`config.mk`:
```
export PLATFORM = sky130hd
export DESIGN_NAME = if_fetch
export DESIGN_NICKNAME = d
export VERILOG_FILES = /design/src/rtl/if_pkg.sv /design/src/rtl/if_npc_sel.sv /design/src/rtl/if_fetch.sv
export SDC_FILE = /design/constraint.sdc
export NUM_CORES = 1
export LEC_CHECK = 0
export ABC_AREA = 1
export CORE_ASPECT_RATIO = 0.5
export CORE_MARGIN = 2
export CORE_UTILIZATION = 45
export DETAILED_ROUTE_END_ITERATION = 6
export GPL_ROUTABILITY_DRIVEN = 0
export HOLD_SLACK_MARGIN = 0.08
export PLACE_DENSITY = 0.76
export SYNTH_ARGS = -nofsm -noshare
export SYNTH_HDL_FRONTEND = slang
export SYNTH_SLANG_ARGS = --single-unit
```
`constraint.sdc`:
```
create_clock -name clk -period 4.2 [get_ports clk]
set_input_delay 0.63 -clock clk [delete_from_list [all_inputs] [get_ports clk]]
set_output_delay 0.63 -clock clk [all_outputs]
set_load 0.03 [all_outputs]
```
`src/rtl/if_pkg.sv`:
```
// Shared definitions for the instruction-fetch stage: state encoding, PC geometry, CSR vector bits.
// Latency: n/a (types and constants only).
// Backpressure: n/a.
package if_pkg;

  localparam int unsigned PC_W      = 64;
  localparam logic [63:0] INST_STEP = 64'd4;

  // Boot address used when the top-level parameter is left at its default
  localparam logic [63:0] RESET_PC_DEF = 64'h0000_0000_8000_0000;

  // Bit index inside csr_vec_h flagging an instruction-address-misaligned fetch
  localparam int unsigned CSRV_H_IMISALIGN = 0;

  typedef enum logic [1:0] {
    ST_BOOT = 2'd0,
    ST_RUN  = 2'd1,
    ST_HOLD = 2'd2
  } if_state_e;

  // SRAM rows are 64 bits wide, so the read address is the PC aligned down to 8 bytes
  function automatic logic [63:0] sram_row_addr(input logic [63:0] pc_in);
    return {pc_in[63:3], 3'b000};
  endfunction

endpackage

```
`src/rtl/if_npc_sel.sv`:
```
// Next-PC / next-state priority mux for the fetch stage: flush > branch > stall > sequential.
// Latency: purely combinational, results are registered by if_fetch.
// Backpressure: stall holds everything except flush; a branch seen while stalled is parked in redir_pc.
module if_npc_sel
  import if_pkg::*;
(
  input  if_state_e   state,
  input  logic [63:0] pc_r,
  input  logic        valid_r,
  input  logic [63:0] redir_pc_r,
  input  logic        flush,
  input  logic [63:0] flush_pc,
  input  logic        stall_if,
  input  logic        br_e,
  input  logic [63:0] br_addr,
  output if_state_e   nxt_state,
  output logic [63:0] nxt_pc,
  output logic        nxt_valid,
  output logic [63:0] nxt_redir_pc
);

  // Priority selection of the next fetch state; defaults hold every register
  always_comb begin
    nxt_state    = state;
    nxt_pc       = pc_r;
    nxt_valid    = valid_r;
    nxt_redir_pc = redir_pc_r;
    if (flush) begin
      // Trap/xret target overrides stalls and drops any parked branch
      nxt_pc    = flush_pc;
      nxt_valid = 1'b1;
      nxt_state = ST_RUN;
    end else if (br_e && !stall_if) begin
      nxt_pc    = br_addr;
      nxt_valid = 1'b1;
      nxt_state = ST_RUN;
    end else if (br_e && stall_if) begin
      // Park the newest target; the PC currently shown is wrong-path from now on
      nxt_redir_pc = br_addr;
      nxt_state    = ST_HOLD;
    end else if (!stall_if) begin
      unique case (state)
        ST_BOOT: begin
          nxt_state = ST_RUN;
          nxt_valid = 1'b1;
        end
        ST_HOLD: begin
          nxt_pc    = redir_pc_r;
          nxt_state = ST_RUN;
        end
        ST_RUN: begin
          nxt_pc = pc_r + INST_STEP;
        end
        default: begin
          nxt_state = ST_BOOT;
        end
      endcase
    end
  end

endmodule

```
`src/rtl/if_fetch.sv`:
```
// Instruction-fetch stage: PC register, SRAM read port and IF->ID hand-off. Optional IF_MISALIGN_CHK_EN.
// Latency: redirect target on pc one cycle after the edge it is sampled; SRAM data one cycle after address.
// Backpressure: stall[0] freezes the PC; branches during stall are parked and replayed on release.
module if_fetch
  import if_pkg::*;
#(
  parameter logic [63:0] RESET_PC = RESET_PC_DEF
) (
  input  logic        clk,
  input  logic        rst_n,
  input  logic        flush,
  input  logic [63:0] flush_pc,
  input  logic [5:0]  stall,
  input  logic        br_e,
  input  logic [63:0] br_addr,
  output logic        pc_valid,
  output logic [63:0] pc,
  output logic [31:0] csr_vec_h,
  output logic        inst_sram_en,
  output logic [63:0] inst_sram_addr
);

  if_state_e   state;
  logic [63:0] pc_r;
  logic        valid_r;
  logic [63:0] redir_pc_r;

  if_state_e   nxt_state;
  logic [63:0] nxt_pc;
  logic        nxt_valid;
  logic [63:0] nxt_redir_pc;

  // Only the IF stall bit matters here; later-stage bits are ignored
  logic unused_stall;
  assign unused_stall = ^stall[5:1];

  if_npc_sel u_npc_sel (
    .state        (state),
    .pc_r         (pc_r),
    .valid_r      (valid_r),
    .redir_pc_r   (redir_pc_r),
    .flush        (flush),
    .flush_pc     (flush_pc),
    .stall_if     (stall[0]),
    .br_e         (br_e),
    .br_addr      (br_addr),
    .nxt_state    (nxt_state),
    .nxt_pc       (nxt_pc),
    .nxt_valid    (nxt_valid),
    .nxt_redir_pc (nxt_redir_pc)
  );

  // Fetch registers: synchronous reset to boot, otherwise take the mux result
  always_ff @(posedge clk) begin
    if (!rst_n) begin
      pc_r       <= RESET_PC;
      valid_r    <= 1'b0;
      redir_pc_r <= '0;
      state      <= ST_BOOT;
    end else begin
      pc_r       <= nxt_pc;
      valid_r    <= nxt_valid;
      redir_pc_r <= nxt_redir_pc;
      state      <= nxt_state;
    end
  end

  assign pc             = pc_r;
  // A PC shown while a parked redirect is pending is wrong-path and never valid
  assign pc_valid       = valid_r && (state != ST_HOLD);
  assign inst_sram_addr = sram_row_addr(pc_r);

`ifdef IF_MISALIGN_CHK_EN
  logic misalign;
  assign misalign = pc_valid && (pc_r[1:0] != 2'b00);

  // Flag the misaligned fetch to ID and suppress the SRAM read; pc_valid stays up to carry the trap
  always_comb begin
    csr_vec_h                   = '0;
    csr_vec_h[CSRV_H_IMISALIGN] = misalign;
    inst_sram_en                = pc_valid && !misalign;
  end
`else
  // No alignment checking: fetch whenever the PC is valid and never raise an exception
  always_comb begin
    csr_vec_h    = '0;
    inst_sram_en = pc_valid;
  end
`endif

endmodule

```
==> impl_metrics.toml <==
[global_route]
antenna_found_initial = 1
grt_max_degree = 85
groute.usage.overall = 0.291
grt_pass1_wl_um = 51100
grt_remaining_overflow = 0
grt_pass1_vias = 9166

[critical_path]
cpMaxStageDelayCell = "clkdlybuf4s50_1"
critPathMaxFanout = 30
path_buf_inv = 4
r2r_slack_ps = 1650
r2r_end = "pc[37]$_SDFFE_PN0P_"
critical_path.top_delay_family = "buffers and inverters"
reg2reg_from = "state[0]$_SDFFE_PN0P_"
worst_r2r_path_depth = 10
crit_path_start_kind = "primary input"
end_kind = "register"
cp.arrival_ps = 2960
path_class = "in2reg"
max_stage_delay_ps = 760
required_ps = 4500
crit_chain = "clkdlybuf4s50_1 -> nor2_1 -> inv_1 -> nor2_4 -> inv_1 -> buf_4 -> o21ai_0 -> a21oi_1"
path_common_cell = "inv_1"

[worst_hold_path]
worstHoldPathCells = 2
worstHoldEndpoint = "valid_r$_SDFFE_PN0P_"
min_from = "valid_r$_SDFFE_PN0P_"
min_path_type = "reg2reg"

[sta]
period_share = 0.633
setup_violations = 0
rsz0062_at_grt = "no"
drv_slew = 0
max_freq_ghz = 0.376
tightest_slew_ps = 825
slew_headroom = 0.450
period_minus_slack_ps = 2660
hold_viol_final = 0
setup_tns_ps = 0
clock_skew_ps = 10.1

[cts]
cts_root_buf = "clkbuf_16"
cts_hold_buf = 0
numCtsBuffers = 17
cts_resized = 0
cts.clk_slew.worst_paths_ps = 60
cts_setup_buffers = 0
cts_tree = "yes"
cts.path.max_buffers = 2
cts.sinks = 131
clock_latency_ps = 430
htree_levels = 4

[floorplanning]
ios = 300
fp.dieArea_mm2 = 0.0222
die_h_um = 106
start_util = 0.459
core_mm2 = 0.0205
rows = 37
fp.dieW_um = 209

[yosys]
synth_edf_count = 0
ys_top_cells_by_area = "dfxtp_1 (28%), nand2_1 (17%), nor2_1 (13%)"
ys_async_sr_fraction = 0
yosys-top-cells-count = "nand2_1 (418), nor2_1 (334), dfxtp_1 (131), a21oi_1 (121), o21ai_0 (108)"
synth-main-ff-cell = "dfxtp_1"
synth_cell_types = 36
ys_seq_area_frac = 0.279
avgSynthCellArea_um2 = 5.99
synth_top_cell_area_share = 0.279
netlist_area_mm2 = 0.00941
synth_most_common_cell = "nand2_1"
yosys.area.top_type = "dfxtp_1"
yosys_warnings = 0
ys_ff_latch = 131
postSynthCellCount = 1571

[pwr]
p_sw_frac = 0.335
p_switching_uw = 1380
intPower_uw = 2730
powerDensity_mw_per_mm2 = 338
sequentialPowerShare = 0.356
pwr-share-clk = 0.376
combPwrFrac = 0.268
ir_worst_vdd_uv = 250
total_leakage_power_uw = 0.00498

[routing]
dr.pass1.iters = 6
routed.top_layer = "met4"
vias = 10300
vias_per_cell = 5.13
drc = 0
ant_nets = 0
wl_met2_um = 13400
met1_length_um = 15200
wl_per_cell_um = 16.0
wl_um = 32200
wl_met3_um = 3080
drt-initial-drc-count = 975

[cells_and_area]
area_delta_synth_final_pct = 29.0
nNetsFinal = 1862
final_area_mm2 = 0.0121
drive_gt1_frac = 0.0645
nFillCells = 2072

[placement]
place_hpwl_um = 23600
placed_cell_area_mm2 = 0.0115
io_buffer_count = 259

[flow_run]
drv_cap = 0

[status]
status = "finished, final reports clean"
## how the worst max path moves through the flow
stage / depth (start not counted) / end / startpoint
global placement: 8 / redir_pc_r[11]$_SDFFE_PN0P_ / flush
CTS: 8 / redir_pc_r[11]$_SDFFE_PN0P_ / flush
global route: 8 / redir_pc_r[11]$_SDFFE_PN0P_ / flush
finish: 8 / redir_pc_r[11]$_SDFFE_PN0P_ / flush
floorplan: 14 / pc[54]$_SDFFE_PN0P_ / pc[3]$_SDFFE_PN0P_
detailed placement: 8 / redir_pc_r[11]$_SDFFE_PN0P_ / flush
## layer usage
layer,vias up,global-route usage
li1,5170,-
met1,4605,0.418
met2,483,0.433
met3,44,0.0750
met4,0,0.0678
met5,-,0
## cell usage in the layout (no fill, tap or decap), types with 13 or more instances in the layout
cell type,count
dfxtp_1,131
o211ai_1,13
xnor2_1,14
inv_1,70
nor2_1,334
or2_2,24
nand2_1,417
clkdlybuf4s50_1,258
xor2_1,16
buf_4,13
nand3_1,62
a21oi_1,121
o21ai_1,13
conb_1,35
o21ai_0,108
clkbuf_16,17
o21bai_1,14
## flip-flops by register name (all words and copies together) (netlist names)
signal / cells
valid_r: 1
redir_pc_r: 64
state: 2
pc: 64
## stage by stage
step | instances | hold slack, ps | setup WS, ps | utilization | total power (uW)
after CTS | 2009 | 467 | 1570 | 0.592 | 4110
after floorplan | 1605 | 430 | 2190 | - | 2200
final | 2010 | 466 | 1540 | 0.592 | 4110
after detailed placement | 1977 | 459 | 1120 | 0.563 | 2580
after global placement | 1977 | 443 | 1140 | 0.563 | 2570
after global routing | 2009 | 492 | 1220 | 0.592 | 4280
## logic make-up (layout without fill, tap and decap cells)
group,count (synthesis),count (layout),share of synthesized area
AND/OR/NAND/NOR,871,871,0.378
adder cells (fa/ha/maj),1,1,0.00133
other,1,36,0.000398
AO/OA/AOI/OAI,284,284,0.164
buffers and inverters,253,384,0.150
XOR/XNOR,30,30,0.0279
flip-flops,131,131,0.279
## tightest hold or removal path: stages, from the launching register on
cell     delay (ps)
dfxtp_1         290
inv_1            60
a21oi_1          60
## final cells by class
type / count / area, um2 / share of cell area
Multi-Input combinational cell: 1221 / 5520 / 0.455
Inverter: 76 / 287 / 0.0236
Clock inverter: 14 / 163 / 0.0134
Tap cell: 273 / 342 / 0.0281
Antenna cell: 1 / 2.50 / 0.000206
Sequential cell: 131 / 2620 / 0.216
Timing Repair Buffer: 276 / 2770 / 0.228
Clock buffer: 18 / 439 / 0.0362
## power groups by stage
stage | Clock (uW) | Combinational (uW) | Sequential (uW)
after floorplan | 0 | 658 | 1550
after global placement | 0 | 1080 | 1490
after detailed placement | 0 | 1090 | 1490
after CTS | 1560 | 1100 | 1460
after global routing | 1600 | 1200 | 1480
final | 1550 | 1100 | 1460
Power figures use the tool's default switching activity.
